==> src/rtl/multi_dataflow_out_collector_pkg.sv <==
// Shared types and constants for the multi-dataflow output collector.
package multi_dataflow_package;

    localparam int unsigned COLLECTOR_FIFO_DEPTH = 4;
    localparam int unsigned COLLECTOR_CNT_WIDTH  = 16;

    typedef enum logic [1:0] {
        COLL_IDLE  = 2'd0,
        COLL_RUN   = 2'd1,
        COLL_DRAIN = 2'd2,
        COLL_DONE  = 2'd3
    } collector_state_e;

    typedef struct packed {
        logic                           start;
        logic                           clear;
        logic [COLLECTOR_CNT_WIDTH-1:0] len;
    } ctrl_collector_t;

    typedef struct packed {
        logic                           busy;
        logic                           done;
        logic [COLLECTOR_CNT_WIDTH-1:0] cnt;
    } flags_collector_t;

    // Pointer width carries one extra wrap bit to tell full from empty.
    function automatic int unsigned collector_ptr_width(input int unsigned depth);
        return $clog2(depth) + 1;
    endfunction

endpackage

==> src/rtl/hwpe_stream_intf_stream.sv <==
// Valid/ready stream bundle with byte strobes, as used between HWPE streamers.
interface hwpe_stream_intf_stream #(
    parameter int unsigned DATA_WIDTH = 32
);
    localparam int unsigned STRB_WIDTH = DATA_WIDTH / 8;

    logic                  valid;
    logic                  ready;
    logic [DATA_WIDTH-1:0] data;
    logic [STRB_WIDTH-1:0] strb;

    modport source (output valid, output data, output strb, input ready);
    modport sink   (input valid, input data, input strb, output ready);
endinterface

==> src/rtl/multi_dataflow_collector_fifo.sv <==
// Synchronous non-bypass FIFO with registered full/empty flags and wrap-bit pointers.
module multi_dataflow_collector_fifo #(
    parameter int unsigned DATA_WIDTH = 32,
    parameter int unsigned DEPTH      = 4
) (
    input  logic                  clk_i,
    input  logic                  rst_ni,
    input  logic                  clear_i,
    input  logic                  push_i,
    input  logic [DATA_WIDTH-1:0] data_i,
    input  logic                  pop_i,
    output logic [DATA_WIDTH-1:0] data_o,
    output logic                  full_o,
    output logic                  empty_o
);
    localparam int unsigned AW = $clog2(DEPTH);
    localparam int unsigned PW = AW + 1;

    logic [PW-1:0]         wr_ptr_reg, wr_ptr_next;
    logic [PW-1:0]         rd_ptr_reg, rd_ptr_next;
    logic                  full_reg, full_next;
    logic                  empty_reg, empty_next;
    logic                  push_ok, pop_ok;
    logic [DEPTH-1:0]      wr_en;
    logic [DATA_WIDTH-1:0] mem_reg [DEPTH];

    assign push_ok = push_i && !full_reg;
    assign pop_ok  = pop_i && !empty_reg;

    assign wr_ptr_next = wr_ptr_reg + PW'(push_ok);
    assign rd_ptr_next = rd_ptr_reg + PW'(pop_ok);

    assign empty_next = (wr_ptr_next == rd_ptr_next);
    assign full_next  = (wr_ptr_next[AW] != rd_ptr_next[AW]) &&
                        (wr_ptr_next[AW-1:0] == rd_ptr_next[AW-1:0]);

    genvar gi;
    generate
        for (gi = 0; gi < DEPTH; gi++) begin : g_wr_en
            assign wr_en[gi] = push_ok && (wr_ptr_reg[AW-1:0] == AW'(gi));
        end
    endgenerate

    always_ff @(posedge clk_i) begin
        if (!rst_ni || clear_i) begin
            wr_ptr_reg <= '0;
            rd_ptr_reg <= '0;
            full_reg   <= 1'b0;
            empty_reg  <= 1'b1;
            for (int i = 0; i < DEPTH; i++) begin
                mem_reg[i] <= '0;
            end
        end else begin
            wr_ptr_reg <= wr_ptr_next;
            rd_ptr_reg <= rd_ptr_next;
            full_reg   <= full_next;
            empty_reg  <= empty_next;
            for (int i = 0; i < DEPTH; i++) begin
                if (wr_en[i]) begin
                    mem_reg[i] <= data_i;
                end
            end
        end
    end

    // Head is read straight from storage so a beat written in cycle N shows in N+1.
    assign data_o  = mem_reg[rd_ptr_reg[AW-1:0]];
    assign full_o  = full_reg;
    assign empty_o = empty_reg;

endmodule

==> src/rtl/multi_dataflow_out_collector.sv <==
// Collects a programmed number of engine output beats and forwards them to the source streamer.
module multi_dataflow_out_collector
    import multi_dataflow_package::*;
#(
    parameter int unsigned DATA_WIDTH = 32,
    parameter int unsigned FIFO_DEPTH = COLLECTOR_FIFO_DEPTH,
    parameter int unsigned CNT_WIDTH  = 16
) (
    input  logic                 clk_i,
    input  logic                 rst_ni,
    input  logic                 clear_i,
    input  logic                 start_i,
    input  logic [CNT_WIDTH-1:0] len_i,
    hwpe_stream_intf_stream.sink   stream_i,
    hwpe_stream_intf_stream.source stream_o,
    output logic                 busy_o,
    output logic                 done_o,
    output logic [CNT_WIDTH-1:0] cnt_o
);
    collector_state_e      state_reg, state_next;
    logic [CNT_WIDTH-1:0]  len_reg, len_next;
    logic [CNT_WIDTH-1:0]  cnt_in_reg, cnt_in_next;
    logic [CNT_WIDTH-1:0]  cnt_out_reg, cnt_out_next;

    logic                  fifo_push, fifo_pop;
    logic                  fifo_full, fifo_empty;
    logic [DATA_WIDTH-1:0] fifo_data;
    logic                  unused_strb;

    // Upstream strobes are not forwarded; every outgoing beat is full-width.
    assign unused_strb = ^stream_i.strb;

    // Ready is a function of registered state only, never of downstream ready.
    assign stream_i.ready = (state_reg == COLL_RUN) && !fifo_full;
    assign fifo_push      = stream_i.valid && stream_i.ready;
    assign fifo_pop       = !fifo_empty && stream_o.ready;

    multi_dataflow_collector_fifo #(
        .DATA_WIDTH (DATA_WIDTH),
        .DEPTH      (FIFO_DEPTH)
    ) i_fifo (
        .clk_i   (clk_i),
        .rst_ni  (rst_ni),
        .clear_i (clear_i),
        .push_i  (fifo_push),
        .data_i  (stream_i.data),
        .pop_i   (fifo_pop),
        .data_o  (fifo_data),
        .full_o  (fifo_full),
        .empty_o (fifo_empty)
    );

    always_comb begin
        state_next   = state_reg;
        len_next     = len_reg;
        cnt_in_next  = cnt_in_reg;
        cnt_out_next = cnt_out_reg + CNT_WIDTH'(fifo_pop);

        unique case (state_reg)
            COLL_IDLE: begin
                if (start_i) begin
                    len_next     = len_i;
                    cnt_in_next  = '0;
                    cnt_out_next = '0;
                    state_next   = (len_i == '0) ? COLL_DONE : COLL_RUN;
                end
            end
            COLL_RUN: begin
                if (fifo_push) begin
                    cnt_in_next = cnt_in_reg + CNT_WIDTH'(1);
                    if ((cnt_in_reg + CNT_WIDTH'(1)) == len_reg) begin
                        state_next = COLL_DRAIN;
                    end
                end
            end
            COLL_DRAIN: begin
                // Look at the post-pop count so DONE follows the last pop by one cycle.
                if (cnt_out_next == len_reg) begin
                    state_next = COLL_DONE;
                end
            end
            COLL_DONE: begin
                state_next = COLL_IDLE;
            end
            default: begin
                state_next = COLL_IDLE;
            end
        endcase
    end

    always_ff @(posedge clk_i) begin
        if (!rst_ni || clear_i) begin
            state_reg   <= COLL_IDLE;
            len_reg     <= '0;
            cnt_in_reg  <= '0;
            cnt_out_reg <= '0;
        end else begin
            state_reg   <= state_next;
            len_reg     <= len_next;
            cnt_in_reg  <= cnt_in_next;
            cnt_out_reg <= cnt_out_next;
        end
    end

    assign stream_o.valid = !fifo_empty;
    assign stream_o.data  = fifo_data;
    assign stream_o.strb  = '1;

    assign busy_o = (state_reg == COLL_RUN) || (state_reg == COLL_DRAIN);
    assign done_o = (state_reg == COLL_DONE);
    assign cnt_o  = cnt_out_reg;

endmodule

==> src/flat_wrapper.sv <==
// flat-port wrapper written by rule: the top's interface ports become plain ports
module multi_dataflow_out_collector_flat import multi_dataflow_package::*;
#(
    parameter int unsigned DATA_WIDTH = 32,
    parameter int unsigned FIFO_DEPTH = COLLECTOR_FIFO_DEPTH,
    parameter int unsigned CNT_WIDTH  = 16
)
  (clk_i, rst_ni, clear_i, start_i, len_i, busy_o, done_o, cnt_o, stream_i_valid, stream_i_data, stream_i_strb, stream_i_ready, stream_o_valid, stream_o_data, stream_o_strb, stream_o_ready);
  hwpe_stream_intf_stream #(.DATA_WIDTH(DATA_WIDTH)) stream_i_i ();
  hwpe_stream_intf_stream #(.DATA_WIDTH(DATA_WIDTH)) stream_o_i ();
  input  logic clk_i;
  input  logic rst_ni;
  input  logic clear_i;
  input  logic start_i;
  input  logic [CNT_WIDTH-1:0] len_i;
  output logic busy_o;
  output logic done_o;
  output logic [CNT_WIDTH-1:0] cnt_o;
  input wire logic [$bits(stream_i_i.valid)-1:0] stream_i_valid;
  input wire logic [$bits(stream_i_i.data)-1:0] stream_i_data;
  input wire logic [$bits(stream_i_i.strb)-1:0] stream_i_strb;
  output wire logic [$bits(stream_i_i.ready)-1:0] stream_i_ready;
  output wire logic [$bits(stream_o_i.valid)-1:0] stream_o_valid;
  output wire logic [$bits(stream_o_i.data)-1:0] stream_o_data;
  output wire logic [$bits(stream_o_i.strb)-1:0] stream_o_strb;
  input wire logic [$bits(stream_o_i.ready)-1:0] stream_o_ready;
  assign stream_i_i.valid = stream_i_valid;
  assign stream_i_i.data = stream_i_data;
  assign stream_i_i.strb = stream_i_strb;
  assign stream_i_ready = stream_i_i.ready;
  assign stream_o_valid = stream_o_i.valid;
  assign stream_o_data = stream_o_i.data;
  assign stream_o_strb = stream_o_i.strb;
  assign stream_o_i.ready = stream_o_ready;
  multi_dataflow_out_collector #(.DATA_WIDTH(DATA_WIDTH), .FIFO_DEPTH(FIFO_DEPTH), .CNT_WIDTH(CNT_WIDTH)) u_core (.clk_i(clk_i), .rst_ni(rst_ni), .clear_i(clear_i), .start_i(start_i), .len_i(len_i), .stream_i(stream_i_i), .stream_o(stream_o_i), .busy_o(busy_o), .done_o(done_o), .cnt_o(cnt_o));
endmodule
==> config.mk <==
export PLATFORM = sky130hd
export DESIGN_NAME = multi_dataflow_out_collector_flat
export DESIGN_NICKNAME = d
export VERILOG_FILES = /design/src/rtl/multi_dataflow_out_collector_pkg.sv /design/src/rtl/hwpe_stream_intf_stream.sv /design/src/rtl/multi_dataflow_collector_fifo.sv /design/src/rtl/multi_dataflow_out_collector.sv /design/src/flat_wrapper.sv
export SDC_FILE = /design/constraint.sdc
export NUM_CORES = 1
export LEC_CHECK = 0
export ABC_AREA = 1
export CAP_MARGIN = 20
export CORE_MARGIN = 1
export CORE_UTILIZATION = 50
export CTS_CLUSTER_DIAMETER = 150
export DETAILED_ROUTE_END_ITERATION = 12
export GPL_ROUTABILITY_DRIVEN = 0
export GPL_TIMING_DRIVEN = 0
export HOLD_SLACK_MARGIN = 0.05
export PLACE_DENSITY = 0.79
export SLEW_MARGIN = 20
export SYNTH_ARGS = -nofsm -noshare
export SYNTH_HDL_FRONTEND = slang
export SYNTH_SLANG_ARGS = --single-unit
export TNS_END_PERCENT = 20
==> constraint.sdc <==
create_clock -name clk_i -period 2.5 [get_ports clk_i]
set_input_delay 0.75 -clock clk_i [delete_from_list [all_inputs] [get_ports clk_i]]
set_output_delay 0.75 -clock clk_i [all_outputs]
set_load 0.01 [all_outputs]
# Word level (Yosys, flattened, before mapping)
# Memory sizes are Yosys's and may differ from the RTL's. A register that Yosys moved wholly into a read port is not among the register bits.
# Index checks and enable logic that the tools add are counted.
[word_totals]
register_bits = 58
ramBits = 128
in_bits = 58
output_inout_bits = 56
elab_cells = 84
mem_count = 1
[mem_list]
columns = ["name", "words", "word_bits", "rd", "rd_ports_with_merged_regs", "wr", "line", "rtl"]
rows = [
  ["u_core.i_fifo.mem_reg", 4, 32, 1, 1, 4, "multi_dataflow_collector_fifo.sv:25", "logic [DATA_WIDTH-1:0] mem_reg [DEPTH];"],
]
[op_classes]
n_addsub = 4
eq_ne = 15
n_mux = 30
bitwise = 4
reduce_logical = 22
[op_table]
columns = ["cell", "n"]
rows = [
  ["$mux W32", 4],
  ["$mux W16", 4],
  ["$eq A16 B16 Y1", 2],
  ["$pmux W16 S2", 1],
  ["$add A16 B1 Y16", 1],
  ["$add A16 B1 Y16 const B", 1],
  ["$logic_not A16 Y1", 1],
  ["$mux W1", 14],
  ["$mux W2", 6],
  ["$logic_and A1 B1 Y1", 10],
  ["$eq A2 B2 Y1 const B", 4],
  ["$pmux W2 S4", 1],
  ["$add A3 B1 Y3", 2],
  ["$ne A2 B2 Y1 const B", 3],
  ["$eq A2 B1 Y1 const B", 2],
  ["$logic_not A2 Y1", 2],
  ["$or A1 B1 Y1", 4],
  ["$reduce_and A4 Y1", 1],
  ["$eq A3 B3 Y1", 1],
  ["$logic_not A1 Y1", 3],
  ["$reduce_and A3 Y1", 1],
  ["$eq A2 B2 Y1", 1],
  ["$logic_or A1 B1 Y1", 2],
  ["$ne A2 B1 Y1 const B", 1],
  ["other kinds (3)", 3],
]

# Logic depth before layout (Yosys ltp)
[depth]
word_depth = 9
depth_mapped = 21
ltp_nobuf = 21

# By module
# A second synthesis with hierarchy kept.
[hier_totals]
cells_unflattened = 1083
hier_area_um2 = 9322.7
[by_module_without_submodules]
columns = ["mod", "instances", "cells_per_inst", "area_per_inst_um2", "seq_area_each_um2"]
rows = [
  ["multi_dataflow_collector_fifo", 1, 557, 6003.3, 4003.8],
  ["multi_dataflow_out_collector", 1, 526, 3319.4, 1001.0],
]

# Worst setup path before layout
# Ideal clock, no wire load.
[synth_path]
path_kind = "input port to flip-flop"
startpoint = "input port stream_o_ready"
endpoint = "register u_core.state_reg[1]"
setup_ps = 64
arrival_time_ps = 2400
required_ps = 2436
slack_ps = 36
path_stages = 18
path_buffers = 0
path_cell_list = "inv_1 > nor2_1 > ha_1 > ha_1 > nand2_1 > nor2_1 > nand2_1 > xor2_1 > nand2_1 > nand2_1 > nand3_1 > nor2_1 > nand2_1 > nand2_1 > nand3_2 > nand2_1 > inv_1 > nor2_1"
[synth_via]
elab_chain_cells = 5
[synth_lines]
columns = ["element", "line", "rtl"]
rows = [
  ["start, declared", "flat_wrapper.sv:26", "input wire logic [$bits(stream_o_i.ready)-1:0] stream_o_ready;"],
  ["$logic_and A1 B1 Y1", "multi_dataflow_out_collector.sv:36", "assign fifo_pop = !fifo_empty && stream_o.ready;"],
  ["$add A16 B1 Y16", "multi_dataflow_out_collector.sv:57", "cnt_out_next = cnt_out_reg + CNT_WIDTH'(fifo_pop);"],
  ["$eq A16 B16 Y1", "multi_dataflow_out_collector.sv:78", "if (cnt_out_next == len_reg) begin"],
  ["$ne A2 B1 Y1 (no line)", "--", ""],
  ["$reduce_and A4 Y1 (no line)", "--", ""],
  ["end signal, assigned", "multi_dataflow_out_collector.sv:98", "state_reg <= state_next;"],
  ["end, declared", "multi_dataflow_out_collector.sv:20", "collector_state_e state_reg, state_next;"],
]
# No other way between the ends.
# A chain may end at the register's enable or synchronous reset.

# Worst setup path after layout
[layout_path]
startpoint = "register u_core.state_reg[1]"
endpoint = "output port busy_o"
[layout_via]
elab_chain_cells = 2
word_cells_on_any_way = 3
cone_classes = "2 x eq/ne; 1 x reduce/logical"
[layout_lines]
columns = ["element", "line", "rtl"]
rows = [
  ["$eq A2 B1 Y1 or $eq A2 B2 Y1 (tied branches)", "multi_dataflow_out_collector.sv:109", "assign busy_o = (state_reg == COLL_RUN) || (state_reg == COLL_DRAIN);"],
  ["$logic_or A1 B1 Y1 (*)", "multi_dataflow_out_collector.sv:109", ""],
  ["end, declared", "flat_wrapper.sv:16", "output logic busy_o;"],
]
# Mark *: on every way between the ends. The rest lies on a longest branch, timed or not.

==> impl_metrics.env <==
export IMPL_status="finished with violations"
export IMPL_violations="setup timing"
export IMPL_die_area_um2=18360
export IMPL_diodes=0
export IMPL_die_x_um=135.5
export IMPL_die_height_um=135.5
export IMPL_clkLatencyLatePin_ns=0.44
export IMPL_total_power_w=0.006623
export IMPL_power_density_nw_per_um2=594.9
export IMPL_setup_slack_ns=-0.03775
export IMPL_rr_worst_depth=15
export IMPL_post_route_cells_drive_above_1_share_pct=12.58
export IMPL_post_route_drc_count=0
export IMPL_hold_class="reg -> reg"
export IMPL_pre_cts_slack_ns=-0.8796
export IMPL_synth_seq_area_share_pct=56.16
export IMPL_core_area_um2=17360
export IMPL_path_class="reg -> out"
export IMPL_fmax_ghz=0.3941
export IMPL_synth_area_um2=8912
export IMPL_initialDrtViolationCount=583
export IMPL_yosys_register_bits=186
export IMPL_tightest_slew_ns=0.6596
export IMPL_area_growth_pct=24.90
export IMPL_gr_usage_all_layers_pct=25.33
export IMPL_avgRoutedWirePerCell_um=15.85
export IMPL_final_hold_violation_count=0
export IMPL_worstPathArrival_ns=1.79
export IMPL_finClkSkew_ns=0.01082
export IMPL_cts_made_buffers=17
export IMPL_postRouteAntennaNets=0
export IMPL_filler_cell_count=1401
export IMPL_yosys_warnings=0
export IMPL_overflow=0
export IMPL_fin_nets=1240
export IMPL_syn_area_per_cell_um2=8.611
export IMPL_ys_flop_type="edfxtp_1"
export IMPL_max_vdd_ir_drop_mv=0.6832
export IMPL_worst_ep_required_time_ns=1.75
export IMPL_root_buffer="clkbuf_16"
export IMPL_cts_tree="done"
export IMPL_row_count=48
export IMPL_firstDrtPassIters=5
export IMPL_placed_cells=1368
export IMPL_power_leakage_nw=4.639
export IMPL_clock_sinks=186
export IMPL_drt_vias_per_instance=5.420
export IMPL_rsz0062_at_grt="true"
export IMPL_grt_pass1_vias=7395
export IMPL_maxCapViolations=0
export IMPL_antenna_found_initial=0
export IMPL_drv_slew=0
export IMPL_finalSetupViolCount=2
export IMPL_clk_pin_slew_ns=0.07
export IMPL_io_buffer_count=105
export IMPL_post_route_min_period_ns=2.538
export IMPL_io_pins=114
export IMPL_fin_cells=1409
export IMPL_async_flop_share_pct=0
export IMPL_initial_core_util_pct=51.35
export IMPL_drt_total_wl_mm=22.33
export IMPL_largest_reg_flops=128
export IMPL_synthCells=1035
export IMPL_slowest_stage="clkdlybuf4s50_1"
export IMPL_grt_max_degree=33
export IMPL_max_stage_delay_ns=0.55
export IMPL_place_hpwl_mm=14.85
export IMPL_slew_limit_headroom_pct=56.03
export IMPL_worstPathMaxFanout=3
export IMPL_clock_path_buffers=2
export IMPL_vias=7637
export IMPL_fin_hold_ws_ns=0.4911
export IMPL_endpoint_kind="primary output"
export IMPL_htree_levels=4
export IMPL_startpoint_type="flip-flop"
export IMPL_crit_chain="inv_1, ha_1, clkdlybuf4s50_1"
export IMPL_timing_final_crit_share_pct=101.5
export IMPL_synth_edff_count=128
export IMPL_hold_depth=2
export IMPL_synth_cell_types=36
export IMPL_grt_pass1_wl_mm=35.41
## what timing repair did
item                       CTS  global route
buffers inserted             7             1
hold buffers                 0             0
setup endpoints to repair  164           164
cloned                       1             0
pin swaps                   23             6
gates resized for setup    145            56
## critical path, delay by kind of cell, from the launching register on
family	cells	cell delay, ns
buffers and inverters	2	0.64
DFF	1	0.39
adders and majority gates	1	0.33
## synthesized netlist by cell type (5+ instances only)
library cell,count,share of area [%]
nand3_1,45,2.5
o22ai_1,32,2.2
nor2_2,10,0.70
xor2_1,13,1.3
inv_1,94,4.0
buf_4,5,0.42
nor2_1,261,11
dfxtp_1,58,13
nand4_1,11,0.77
nand2_2,5,0.35
clkbuf_1,38,1.6
nand2_1,161,6.8
edfxtp_1,128,43
xnor2_1,5,0.49
a21oi_1,32,1.8
ha_1,11,1.5
o21ai_0,83,4.7
## metal layers
layer  global-route usage [%]  share of wire, %  vias up
met5                        0                 0        -
met3                    3.704               6.7       45
met1                    30.66                40     3601
met4                    10.55               2.5        0
li1                         -                 -     3702
met2                    44.96                51      289
## final timing paths
kind | start | endpoint | slack, ns
max reg2reg | u_core.cnt_in_reg[0] | u_core.state_reg[1] | 0.20
max | u_core.state_reg[1] | busy_o | -0.04
min reg2reg | u_core.cnt_in_reg[15] | u_core.cnt_in_reg[15] | 0.49
min | u_core.cnt_in_reg[15] | u_core.cnt_in_reg[15] | 0.49
## area by class of cell
type / count / area (um2) / share of cell area (%)
Timing Repair Buffer: 114 / 1035 / 9.295
Sequential cell: 186 / 5010 / 45.00
Tap cell: 225 / 281.5 / 2.529
Buffer: 45 / 332.8 / 2.990
Inverter: 100 / 387.9 / 3.484
Clock buffer: 17 / 425.4 / 3.822
Multi-Input combinational cell: 707 / 3510 / 31.53
Clock inverter: 15 / 150.1 / 1.349
## stage by stage
stage / setup TNS (ns) / util [%] / area [um2]
5_1_grt: -0.6463 / 64.14 / 11130
4_1_cts: -20.87 / 63.91 / 11090
3_5_place_dp: -117.82 / 59.09 / 10260
6_report: -0.06349 / 64.14 / 11130
2_1_floorplan: 0 / - / 8924
3_3_place_gp: -105.35 / 59.09 / 10260
## report_power, final
part	switching (W)	leakage [nW]	internal, W	total (W)
Sequential	0.0000467	1.90	0.00339	0.00344
Clock	0.00130	0.280	0.00133	0.00263
Combinational	0.000333	2.46	0.000221	0.000554
## kinds of logic (layout without fill, tap and decap cells)
| kind of cell | Yosys count | after routing | share of synthesized area [%] |
|---|---|---|---|
| buffers and inverters | 145 | 291 | 6.318 |
| flip-flops | 186 | 186 | 56.16 |
| AND/OR/NAND/NOR | 517 | 517 | 24.08 |
| XOR/XNOR | 21 | 21 | 2.527 |
| adder cells (fa/ha/maj) | 11 | 11 | 1.544 |
| AO/OA/AOI/OAI | 154 | 154 | 9.336 |
| other | 1 | 4 | 0.04208 |
## placed cells by master, fill, tap and decap left out, drive strengths merged, types with 2 or more instances in the layout
master | Yosys | routed
dfxtp | 58 | 58
a21oi | 33 | 33
clkdlybuf4s50 | 0 | 71
nand3b | 2 | 2
and2 | 3 | 3
or2 | 5 | 5
nand2 | 166 | 166
dlygate4sd2 | 0 | 10
o21bai | 2 | 2
ha | 11 | 11
xor2 | 13 | 13
clkbuf | 38 | 65
inv | 97 | 106
clkdlybuf4s15 | 0 | 7
clkinv | 3 | 7
xnor3 | 3 | 3
nand4 | 11 | 11
nor3 | 4 | 4
conb | 1 | 4
nor4 | 4 | 4
o22ai | 32 | 32
clkinvlp | 0 | 2
buf | 7 | 22
edfxtp | 128 | 128
o21ai | 85 | 85
xnor2 | 5 | 5
nand3 | 48 | 48
a22oi | 2 | 2
nor2 | 274 | 274
(Power assumes the default switching activity.)
